--- src/rtl/pwm_capture.sv ---
// PWM capture: synchronizes iPWM, measures high time and period in cycles, reports normalized duty.
// Define PWM_CAPTURE_DUTY_EN to build the sequential duty divider; otherwise oDuty is tied to 0.
//
// state | meaning
// IDLE  | waiting for a rise (after reset or timeout); falls ignored
// HIGH  | input high, counting high time
// LOW   | input low, counting remainder of the period
module pwm_capture #(
  parameter int CNT_W   = 16,
  parameter int TIMEOUT = 65535
) (
  input  logic             iCLK,
  input  logic             iReset,
  input  logic             iPWM,
  output logic [CNT_W-1:0] oHigh,
  output logic [CNT_W-1:0] oPeriod,
  output logic [11:0]      oDuty,
  output logic             oValid,
  output logic             oTimeout,
  output logic             oLevel
);

  typedef enum logic [1:0] {IDLE, HIGH, LOW} stateT;

  localparam logic [CNT_W-1:0] TIMEOUT_CNT = CNT_W'(TIMEOUT);

  logic             s1, s2, s3;
  logic             s1Real, s2Real, armed;
  logic             rise, fall, atLimit, divBusy;
  stateT            state;
  logic [CNT_W-1:0] cnt, hiLat, perLat;
  logic             pubReq;

  // armed blocks a rise until the synchronized input has really been seen low
  always_ff @(posedge iCLK) begin
    if (iReset) begin
      s1     <= 1'b0;
      s2     <= 1'b0;
      s3     <= 1'b0;
      s1Real <= 1'b0;
      s2Real <= 1'b0;
      armed  <= 1'b0;
    end else begin
      s1     <= iPWM;
      s2     <= s1;
      s3     <= s2;
      s1Real <= 1'b1;
      s2Real <= s1Real;
      if (s2Real && !s2) armed <= 1'b1;
    end
  end

  assign rise    = armed & s2 & ~s3;
  assign fall    = ~s2 & s3;
  assign oLevel  = s2;
  assign atLimit = (cnt == TIMEOUT_CNT);

`ifdef PWM_CAPTURE_DUTY_EN
  logic             busy, sat, qBit;
  logic [CNT_W:0]   rem, remShift, remSub;
  logic [CNT_W-1:0] dHigh, dPeriod;
  logic [10:0]      quot;
  logic [3:0]       bitIdx;

  assign divBusy  = busy | pubReq;
  assign remShift = rem << 1;
  assign remSub   = remShift - {1'b0, dPeriod};
  assign qBit     = (remShift >= {1'b0, dPeriod});
`else
  assign divBusy = 1'b0;
  assign oDuty   = '0;
`endif

  always_ff @(posedge iCLK) begin
    if (iReset) begin
      state    <= IDLE;
      cnt      <= '0;
      hiLat    <= '0;
      perLat   <= '0;
      pubReq   <= 1'b0;
      oHigh    <= '0;
      oPeriod  <= '0;
      oValid   <= 1'b0;
      oTimeout <= 1'b0;
`ifdef PWM_CAPTURE_DUTY_EN
      busy     <= 1'b0;
      sat      <= 1'b0;
      rem      <= '0;
      dHigh    <= '0;
      dPeriod  <= '0;
      quot     <= '0;
      bitIdx   <= '0;
      oDuty    <= '0;
`endif
    end else begin
      oValid <= 1'b0;
      pubReq <= 1'b0;
`ifdef PWM_CAPTURE_DUTY_EN
      // load cycle snapshots the latches, then 12 restoring steps of hi*4096/per
      if (pubReq) begin
        rem     <= {1'b0, hiLat};
        dHigh   <= hiLat;
        dPeriod <= perLat;
        sat     <= (hiLat >= perLat);
        quot    <= '0;
        bitIdx  <= 4'd11;
        busy    <= 1'b1;
      end else if (busy) begin
        rem    <= qBit ? remSub : remShift;
        quot   <= {quot[9:0], qBit};
        bitIdx <= bitIdx - 4'd1;
        if (bitIdx == 4'd0) begin
          busy    <= 1'b0;
          oHigh   <= dHigh;
          oPeriod <= dPeriod;
          oDuty   <= sat ? 12'hFFF : {quot, qBit};
          oValid  <= 1'b1;
        end
      end
`else
      if (pubReq) begin
        oHigh   <= hiLat;
        oPeriod <= perLat;
        oValid  <= 1'b1;
      end
`endif
      if (atLimit && !rise && !oTimeout) begin
        oTimeout <= 1'b1;
        state    <= IDLE;
`ifdef PWM_CAPTURE_DUTY_EN
        busy   <= 1'b0;
        oDuty  <= {12{s2}};
        oValid <= 1'b1;
`endif
      end else begin
        if (!atLimit) cnt <= cnt + 1'b1;
        case (state)
          IDLE: begin
            if (rise) begin
              cnt      <= CNT_W'(1);
              state    <= HIGH;
              oTimeout <= 1'b0;
            end
          end
          HIGH: begin
            if (fall) begin
              hiLat <= cnt;
              state <= LOW;
            end
          end
          LOW: begin
            if (rise) begin
              perLat <= cnt;
              cnt    <= CNT_W'(1);
              state  <= HIGH;
              if (!divBusy) pubReq <= 1'b1;
            end
          end
          default: state <= IDLE;
        endcase
      end
    end
  end

endmodule
--- config.mk ---
export PLATFORM = sky130hd
export DESIGN_NAME = pwm_capture
export DESIGN_NICKNAME = d
export VERILOG_FILES = /design/src/rtl/pwm_capture.sv
export SDC_FILE = /design/constraint.sdc
export NUM_CORES = 1
export LEC_CHECK = 0
export BUFFER_PORTS_ARGS = -buffer_cell sky130_fd_sc_hd__buf_2
export CELL_PAD_IN_SITES_DETAIL_PLACEMENT = 0
export CELL_PAD_IN_SITES_GLOBAL_PLACEMENT = 1
export CORE_ASPECT_RATIO = 0.75
export CORE_MARGIN = 2
export CORE_UTILIZATION = 35
export CTS_CLUSTER_SIZE = 8
export DETAILED_ROUTE_END_ITERATION = 7
export HOLD_SLACK_MARGIN = 0.02
export PLACE_DENSITY_LB_ADDON = 0.1
export SYNTH_ARGS = -nofsm -noshare
export SYNTH_HDL_FRONTEND = slang
export SYNTH_SLANG_ARGS = --single-unit
--- constraint.sdc ---
create_clock -name iCLK -period 5.4 [get_ports iCLK]
set_input_delay 1.35 -clock iCLK [delete_from_list [all_inputs] [get_ports iCLK]]
set_output_delay 1.35 -clock iCLK [all_outputs]
set_load 0.02 [all_outputs]
==> impl_metrics.py, run 1 <==
metrics = {
    "pwr": {
        "p_sw_mw": 0.2772,
        "sequentialPowerShare": 0.518,
        "vdd_drop_max_mv": 0.1200,
        "p_int_mw": 1.038,
        "combPwrFrac": 0.027,
        "p_leak_nw": 1.509,
        "power.density_nw_per_um2": 304.2,
        "p_clk_frac": 0.456,
        "p_sw_frac": 0.2109,
    },
    "critical_path": {
        "reg2reg_to": "cnt[15]",
        "crit_end": "cnt[5]",
        "path_class": "in2reg",
        "required_ns": 5.68,
        "crit_fanout": 33,
        "r2r_cells": 4,
        "crit_start": "iReset",
        "r2r-start": "cnt[8]",
        "start_kind": "primary input",
        "cp.arrival_ns": 2.81,
        "r2r_slack_ns": 3.19,
        "end_kind": "flip-flop",
    },
    "floorplanning": {
        "die_y_microns": 94.48,
        "std_cell_rows": 32,
        "dieArea_sq_um": 11770,
        "core_area_sq_um": 10450,
        "die_w_microns": 124.6,
        "initial_core_util": 0.3655,
        "ios": 50,
    },
    "layout": {
        "area_growth_pct": 13.13,
        "multi_input_area_sq_um": 1810,
        "drive_gt1_frac": 0.1350,
        "regArea_sq_um": 1823,
        "num-fill-cells": 1056,
        "stdcell_area_sq_um": 4322,
        "utilization": 0.4136,
        "layout.nets": 452,
        "diodes": 0,
    },
    "timing": {
        "hold_viol": 0,
        "fin_skew_ns": 0.006104,
        "maxSlewHeadroom": 0.1403,
        "rsz0062_at_grt": "false",
        "hold_slack_ns": 0.4372,
        "fin_tns_setup_ns": 0,
        "fin_crit_sh": 0.4677,
        "min_period_ns": 2.526,
        "finalSetupViolations": 0,
        "drv_slew": 0,
        "tightest_slew_ns": 1.290,
        "max_clock_freq_mhz": 395.9,
    },
    "synth": {
        "async_reset_ff_frac": 0,
        "yosys.area.top_type": "dfxtp_1",
        "synth_top_area_share": 0.4769,
        "syn_area_sq_um": 3820,
        "synth_edf_count": 0,
        "ys_seq_elements": 91,
        "synthTopCellsByArea": "dfxtp_1 (48%), mux2i_1 (8.6%), nand2_1 (7.6%)",
        "yosys_most_used_dff": "dfxtp_1",
        "ys_seq_area_frac": 0.4769,
        "synthCells": 426,
        "post-synth-top-count-cell": "dfxtp_1",
        "ys_types": 44,
        "synth_common_cells": "dfxtp_1 (91), nand2_1 (77), nor2_1 (39)",
        "avgSynthCellArea_sq_um": 8.967,
        "synth_warnings": 0,
    },
    "hold_path": {
        "hold_depth": 1,
        "hold_class": "reg2reg",
    },
    "clock_tree": {
        "postCtsSetupRepairBufs": 0,
        "cts_tree": "done",
        "cts-root-buf": "clkbuf_16",
        "cts_max_level": 3,
        "cts.sinks": 91,
        "holdBufCountCts": 0,
        "cts_buffers": 9,
        "cts_resized": 0,
        "insertion_delay_ns": 0.34,
        "clockBufferDepth": 2,
        "clk_transition_reported_paths_ns": 0.06,
    },
    "drt": {
        "wl_per_cell_microns": 14.85,
        "first_pass_iters": 6,
        "wirelength_microns": 8733,
        "drt-initial-drc-count": 192,
        "ant_nets": 0,
        "drc": 0,
        "avgViaCountPerCell": 5.150,
        "vias": 3028,
    },
    "placed_design": {
        "io_buffers": 37,
        "dp.final_hpwl_microns": 5496,
        "dpl_cell_area_sq_um": 4045,
        "gp_congestion": 0.7788,
    },
    "global_routing": {
        "grt_pass1_wl_microns": 14450,
        "grt_overflow_total": 0,
        "grt_pass1_vias": 2838,
        "grt_max_degree": 76,
        "antenna_found_initial": 0,
        "grt_use_total": 0.1528,
    },
    "job": {
        "drv_cap": 0,
    },
    "run_status": {
        "status": "finished, final reports clean",
    },
}
## cell type report
cell class | instances | share of cell area
sequential | 91 | 0.4218
multi-input combinational | 299 | 0.4189
clock buffer | 12 | 0.05472
timing repair buffer | 42 | 0.05153
tap | 136 | 0.03937
clock inverter | 3 | 0.009265
inverter | 5 | 0.004343
## logic make-up after synthesis
group           count (synthesis)  share of synthesized area
simple gates                  171                     0.2211
flops                          91                     0.4769
compound gates                 80                     0.1467
buf+inv                        47                    0.05994
mux                            33                    0.08647
xor+xnor                        2                   0.004586
fa+ha+maj                       1                   0.003275
other cells                     1                  0.0009817
## per-layer routing
| metal | track usage | wire length [microns] |
|---|---|---|
| met5 | 0 | 0 |
| met4 | 0.05056 | 59 |
| met3 | 0.04419 | 277 |
| met2 | 0.2327 | 3748 |
| met1 | 0.2089 | 4647 |
## worst max-delay path, cell delays in order
cell and delay (ns):
buf_2 0.11, clkinv_1 0.07, buf_4 0.32, o21ai_0 0.16
buf_4 0.22, or4_1 0.50, nand2_1 0.07
## layout by cell type, fill, tap and decap left out, types with 2 or more instances in the layout
cell and n:
conb_1 12, nand2b_1 2, or4_1 3, a31oi_1 3, a21oi_1 27, nor4_1 2, nand3_1 6, or3_1 4
buf_4 5, mux2i_1 33, o21ai_0 9, inv_1 4, clkbuf_16 9, nand2_1 77, and3_1 2, nor3_1 4
nor3b_1 14, or4_4 2, o311ai_1 16, a32oi_1 16, nor2b_1 5, buf_2 37, clkbuf_1 3, xnor2_1 2
nor2_1 39, o31ai_1 2, dfxtp_1 90, and4_1 2, a211oi_1 2, clkinv_2 2, o211a_1 2
## registers in the layout, indices dropped and copies added (netlist names)
register  flops
oTimeout      1
pubReq        1
s2Real        1
state         2
cnt          16
s3            1
s1            1
hiLat        16
oValid        1
perLat       16
s1Real        1
oLevel        1
oHigh        16
oPeriod      16
armed         1
## per-stage QoR
step / std cells / worst slack (ns) / power (mW)
floorplan: 437 / 3.216 / 0.7277
global placement: 573 / 2.570 / 0.7302
detailed placement: 573 / 2.549 / 0.7308
CTS: 588 / 2.893 / 1.337
global route: 588 / 2.792 / 1.367
finish: 588 / 2.874 / 1.315
## how the worst min path moves through the flow
stage / from / end / slack (ns)
floorplan: s1 / oLevel / 0.41
global placement: s1Real / s2Real / 0.42
finish: s1 / oLevel / 0.44
CTS: s1 / oLevel / 0.44
global route: s1Real / s2Real / 0.45
detailed placement: s1 / oLevel / 0.43
## power by group through the flow
stage | clock network, mW | logic (mW) | registers [mW]
after global routing | 0.646 | 0.0394 | 0.681
after detailed placement | 0 | 0.0353 | 0.696
after floorplan | 0 | 0.0337 | 0.694
final | 0.599 | 0.0351 | 0.681
after CTS | 0.622 | 0.0353 | 0.680
after global placement | 0 | 0.0345 | 0.696
Note: power is estimated with default switching activity, not from simulation.
==> run 2: changes to the inputs <==
ABC_AREA = 1   (was unset)
clock period = 2.4 ns   (was 5.4 ns; I/O delays follow)
==> run 2 against run 1 <==
Effect of this change:
- wire length fell by 0.33%
- largest cell class unchanged
- cell area is 2.3% lower
- area after synthesis shrank 3.5%
- core utilization is 0.34 points lower
- clock-buffer cell count stayed put
==> impl_metrics.py, run 2 <==
metrics = {
    "run_status": {
        "status": "finished, final reports clean",
    },
    "floorplanning": {
        "dieArea_sq_um": 11380,
        "std_cell_rows": 32,
        "initial_core_util": 0.3583,
        "ios": 50,
        "core_area_sq_um": 10290,
        "die_y_microns": 92.89,
        "die_w_microns": 122.5,
    },
    "drt": {
        "wl_met3_microns": 347,
        "wirelength_microns": 8704,
        "highest_layer": "met4",
        "wl_per_cell_microns": 13.33,
        "drt-initial-drc-count": 183,
        "wl_met1_microns": 4730,
        "vias": 3052,
        "drc": 0,
        "first_pass_iters": 4,
        "avgViaCountPerCell": 4.674,
        "met2_wirelength_microns": 3531,
        "ant_nets": 0,
    },
    "pwr": {
        "p_int_mw": 2.273,
        "p_sw_frac": 0.2217,
        "combPwrFrac": 0.030,
        "vdd_drop_max_mv": 0.3730,
        "sequentialPowerShare": 0.523,
        "power.density_nw_per_um2": 691.9,
        "power_mw": 2.920,
        "p_sw_mw": 0.6474,
        "p_leak_nw": 1.940,
        "p_clk_frac": 0.447,
    },
    "critical_path": {
        "crit_chain": "ha_1 > inv_2 > nor2_4 > nand2_4 > nor2_8 > nand4_4 > a21oi_1 > nor2_1",
        "cp.arrival_ns": 2.23,
        "required_ns": 2.63,
        "max_stage_delay_ns": 0.44,
        "critPathTopFamily": "simple AND/OR/NAND/NOR gates",
        "r2r-start": "cnt[0]",
        "cp_num_buf_inv": 1,
        "start_kind": "flip-flop",
        "path_class": "reg2reg",
        "crit_start": "cnt[0]",
        "crit_fanout": 34,
        "cp_slowest_cell": "nand4_4",
        "end_kind": "flip-flop",
    },
    "layout": {
        "final_cell_count_no_fill": 653,
        "final_cell_mix": "nor2_1 (111), dfxtp_1 (91), o21ai_0 (59)",
        "final_common_cell": "nor2_1",
        "diodes": 0,
        "area_growth_pct": 14.46,
        "layout.nets": 516,
        "num-fill-cells": 1085,
        "drive_gt1_frac": 0.1547,
        "stdcell_area_sq_um": 4220,
    },
    "synth": {
        "ys_seq_area_frac": 0.4941,
        "avgSynthCellArea_sq_um": 7.666,
        "synthTopCellsByArea": "dfxtp_1 (49%), nor2_1 (11%), o21ai_0 (8.0%)",
        "yosys_most_used_dff": "dfxtp_1",
        "synth_common_cells": "nor2_1 (111), dfxtp_1 (91), o21ai_0 (59)",
        "yosys.area.top_type": "dfxtp_1",
        "post-synth-top-count-cell": "nor2_1",
        "synthCells": 481,
        "synth_edf_count": 0,
        "ys_seq_elements": 91,
        "synth_warnings": 0,
        "ys_types": 29,
        "syn_area_sq_um": 3687,
        "async_reset_ff_frac": 0,
        "synth_top_area_share": 0.4941,
    },
    "timing": {
        "max_clock_freq_mhz": 498.9,
        "finalSetupViolations": 0,
        "hold_viol": 0,
        "min_period_ns": 2.004,
        "fin_crit_sh": 0.8352,
        "hold_slack_ns": 0.3983,
        "fin_tns_setup_ns": 0,
        "fin_skew_ns": 0.004108,
        "tightest_slew_ns": 0.5624,
        "rsz0062_at_grt": "false",
        "maxSlewHeadroom": 0.6243,
        "drv_slew": 0,
    },
    "global_routing": {
        "antenna_found_initial": 0,
        "grt_pass1_vias": 2912,
        "grt_max_degree": 57,
        "grt_pass1_wl_microns": 14940,
        "grt_overflow_total": 0,
        "grt_use_total": 0.1693,
    },
    "placed_design": {
        "dp.final_hpwl_microns": 6073,
        "io_buffers": 37,
        "gp_congestion": 0.7558,
        "dp.cells": 637,
        "dpl_cell_area_sq_um": 3948,
    },
    "clock_tree": {
        "clockBufferDepth": 2,
        "cts_max_level": 3,
        "cts_buffers": 9,
        "holdBufCountCts": 0,
        "cts_tree": "done",
        "cts-root-buf": "clkbuf_16",
        "insertion_delay_ns": 0.33,
        "clk_transition_reported_paths_ns": 0.06,
        "postCtsSetupRepairBufs": 0,
        "cts_resized": 0,
        "cts.sinks": 91,
    },
    "hold_path": {
        "hp-start": "s1",
        "hold_class": "reg2reg",
    },
    "job": {
        "drv_cap": 0,
    },
}
## run 2: cell types whose count changed after synthesis, moves of 15 or more
cell and change:
a32oi_1 -16, clkbuf_1 -15, inv_1 +32, mux2i_1 -33, nand2_1 -28, nand3_1 +18, nor2_1 +72, o21ai_0 +50
o311ai_1 -16
## run 2: power groups by stage
stage	combinational (mW)	sequential, mW	clock, mW
after CTS	0.0885	1.53	1.35
after floorplan	0.0778	1.56	0
after global placement	0.0877	1.56	0
final	0.0874	1.53	1.30
after global routing	0.0983	1.53	1.42
after detailed placement	0.0881	1.56	0
## run 2: through the flow
step | setup WS [ns] | util
floorplan | 0.8525 | -
global placement | 0.4897 | 0.3836
detailed placement | 0.4097 | 0.3836
CTS | 0.3795 | 0.4101
global route | 0.1945 | 0.4101
finish | 0.3956 | 0.4101
## run 2: final timing paths
path	endpoint	slack, ns	depth (start not counted)
min reg2reg	oLevel	0.40	2
min	oLevel	0.40	2
max reg2reg	hiLat[13]	0.40	8
max	hiLat[13]	0.40	8
## run 2: routing by layer
| metal | up-vias | GRT usage |
|---|---|---|
| li1 | 1598 | - |
| met4 | 0 | 0.04310 |
| met2 | 49 | 0.2435 |
| met3 | 8 | 0.04433 |
| met5 | - | 0 |
| met1 | 1397 | 0.2487 |
## run 2: worst register-to-register path, stage by stage, from the launching register on
cell	delay (ns)
dfxtp_1	0.40
ha_1	0.27
inv_2	0.07
nor2_4	0.13
nand2_4	0.09
nor2_8	0.12
nand4_4	0.44
a21oi_1	0.31
nor2_1	0.06
## run 2: logic make-up (layout without fill, tap and decap cells)
kind of cell	Yosys count	after routing	synth area share
AND/OR/NAND/NOR	213	213	0.2671
AO/OA/AOI/OAI	101	101	0.1374
flip-flops	91	91	0.4941
buffers and inverters	72	97	0.09229
XOR/XNOR	2	2	0.004751
adder cells (fa/ha/maj)	1	1	0.003393
other	1	12	0.001017
## run 2: final cells by class
class	count	area [sq um]	share of cell area
repair buffers	44	250.2	0.05929
multi-input cells	329	1567	0.3712
clock buffers	12	246.5	0.05840
clock inverters	4	26.28	0.006226
inverters	37	138.9	0.03291
flip-flops and latches	91	1822	0.4317
well taps	136	170.2	0.04032
==> run 3: changes to the inputs <==
clock period = 1.95 ns   (was 2.4 ns; I/O delays follow)
==> run 3 against run 2 <==
Effect of this change:
- combinational power increased by 22%
- core utilization increased by 0.28 points
- via count decreased by 0.95%
==> impl_metrics.py, run 3 (synthesis results as in run 2) <==
metrics = {
    "run_status": {
        "status": "finished, final reports clean",
    },
    "floorplanning": {
        "ios": 50,
        "std_cell_rows": 32,
        "core_area_sq_um": 10290,
        "dieArea_sq_um": 11380,
        "die_w_microns": 122.5,
        "initial_core_util": 0.3583,
        "die_y_microns": 92.89,
    },
    "global_routing": {
        "grt_overflow_total": 0,
        "grt_pass1_wl_microns": 14040,
        "grt_pass1_vias": 2756,
        "grt_use_total": 0.1601,
        "grt_max_degree": 57,
        "antenna_found_initial": 0,
    },
    "drt": {
        "wl_per_cell_microns": 13.12,
        "vias": 3023,
        "drt-initial-drc-count": 168,
        "avgViaCountPerCell": 4.629,
        "first_pass_iters": 5,
        "drc": 0,
        "wirelength_microns": 8570,
        "ant_nets": 0,
    },
    "pwr": {
        "p_clk_frac": 0.464,
        "power.density_nw_per_um2": 873.5,
        "p_leak_nw": 1.953,
        "combPwrFrac": 0.029,
        "power_mw": 3.711,
        "p_int_mw": 2.922,
        "vdd_drop_max_mv": 0.4459,
        "p_sw_mw": 0.7898,
        "p_sw_frac": 0.2128,
        "sequentialPowerShare": 0.507,
    },
    "clock_tree": {
        "cts_resized": 0,
        "cts_tree": "done",
        "insertion_delay_ns": 0.33,
        "cts_max_level": 3,
        "postCtsSetupRepairBufs": 0,
        "cts_buffers": 9,
        "clockBufferDepth": 2,
        "clk_transition_reported_paths_ns": 0.06,
        "cts.sinks": 91,
        "holdBufCountCts": 0,
        "cts-root-buf": "clkbuf_16",
    },
    "layout": {
        "area_growth_pct": 15.24,
        "final_common_cell": "nor2_1",
        "final_cell_mix": "nor2_1 (111), dfxtp_1 (91), o21ai_0 (59)",
        "layout.nets": 517,
        "diodes": 0,
        "drive_gt1_frac": 0.1567,
        "multi_input_area_sq_um": 1567,
        "stdcell_area_sq_um": 4249,
        "regArea_sq_um": 1822,
        "num-fill-cells": 1086,
        "final_cell_count_no_fill": 653,
    },
    "hold_path": {
        "hold_depth": 3,
        "hp-start": "iPWM",
        "holdPathEnd": "s1",
        "hold_class": "in2reg",
    },
    "timing": {
        "drv_slew": 0,
        "min_period_ns": 1.779,
        "max_clock_freq_mhz": 562.2,
        "tightest_slew_ns": 0.4913,
        "maxSlewHeadroom": 0.6700,
        "rsz0062_at_grt": "false",
        "fin_crit_sh": 0.9122,
        "hold_viol": 0,
        "fin_tns_setup_ns": 0,
        "fin_skew_ns": 0.003853,
        "finalSetupViolations": 0,
    },
    "critical_path": {
        "end_kind": "flip-flop",
        "cp_slowest_cell": "dfxtp_1",
        "required_ns": 2.17,
        "reg2reg_to": "hiLat[10]",
        "crit_chain": "ha_1 > inv_2 > nor2_4 > nand2_4 > nor2_8 > nand4_4 > buf_4 > a21oi_1 > nor2_1",
        "r2r-start": "cnt[0]",
        "max_stage_delay_ns": 0.39,
        "start_kind": "flip-flop",
        "critPathTopFamily": "simple AND/OR/NAND/NOR gates",
        "crit_fanout": 33,
        "cp.arrival_ns": 2.00,
        "r2r_cells": 9,
        "path_class": "reg2reg",
        "r2r_slack_ns": 0.17,
        "cp_num_buf_inv": 2,
    },
    "placed_design": {
        "dpl_cell_area_sq_um": 3955,
        "dp.cells": 638,
        "dp.final_hpwl_microns": 6079,
        "io_buffers": 37,
        "gp_congestion": 0.7927,
    },
    "job": {
        "drv_cap": 0,
    },
}
-- run 3: changes by cell type in the layout (fill, tap and decap cells not counted) --
| cell | change |
|---|---|
| buf_4 | +1 |
| bufinv_16 | +1 |
| clkbuf_1 | -1 |
| clkinv_2 | -1 |
-- run 3: worst max path at each step --
stage / endpoint / slack (ns) / cells after the start / start
floorplan: hiLat[10] / 0.40 / 9 / cnt[0]
global placement: cnt[3] / 0.23 / 10 / cnt[0]
finish: hiLat[10] / 0.17 / 9 / cnt[0]
detailed placement: cnt[3] / 0.19 / 10 / cnt[0]
global route: cnt[3] / 0.009 / 10 / cnt[0]
CTS: hiLat[10] / 0.17 / 9 / cnt[0]
-- run 3: through the flow --
| step | utilization | setup slack (ns) | hold WS, ns |
|---|---|---|---|
| 2_1_floorplan | - | 0.4025 | 0.3883 |
| 3_3_place_gp | 0.3844 | 0.2319 | 0.3943 |
| 3_5_place_dp | 0.3844 | 0.1930 | 0.3968 |
| 4_1_cts | 0.4129 | 0.1748 | 0.3502 |
| 5_1_grt | 0.4129 | 0.009106 | 0.4000 |
| 6_report | 0.4129 | 0.1712 | 0.3607 |
-- run 3: worst min-delay path, stage by stage --
cell    delay, ns
buf_2        0.07
inv_1        0.03
nor2_1       0.06
-- run 3: final cells by class --
class / instances / share of cell area
flip-flops and latches: 91 / 0.4287
multi-input cells: 329 / 0.3687
repair buffers: 45 / 0.06066
clock buffers: 11 / 0.05713
well taps: 136 / 0.04005
inverters: 37 / 0.03269
clock inverters: 4 / 0.01207
-- run 3: power by group through the flow --
stage | sequential (mW) | clock (mW) | combinational [mW]
6_report | 1.88 | 1.72 | 0.107
5_1_grt | 1.88 | 1.84 | 0.122
4_1_cts | 1.88 | 1.77 | 0.107
3_5_place_dp | 1.92 | 0 | 0.107
3_3_place_gp | 1.92 | 0 | 0.107
2_1_floorplan | 1.92 | 0 | 0.0958
-- run 3: metal layers --
metal / vias to the layer above / GRT usage / part of all wire
li1: 1596 / - / -
met1: 1362 / 0.2369 / 0.54
met2: 61 / 0.2250 / 0.41
met3: 4 / 0.04187 / 0.043
met4: 0 / 0.04693 / 0.0054
met5: - / 0 / 0
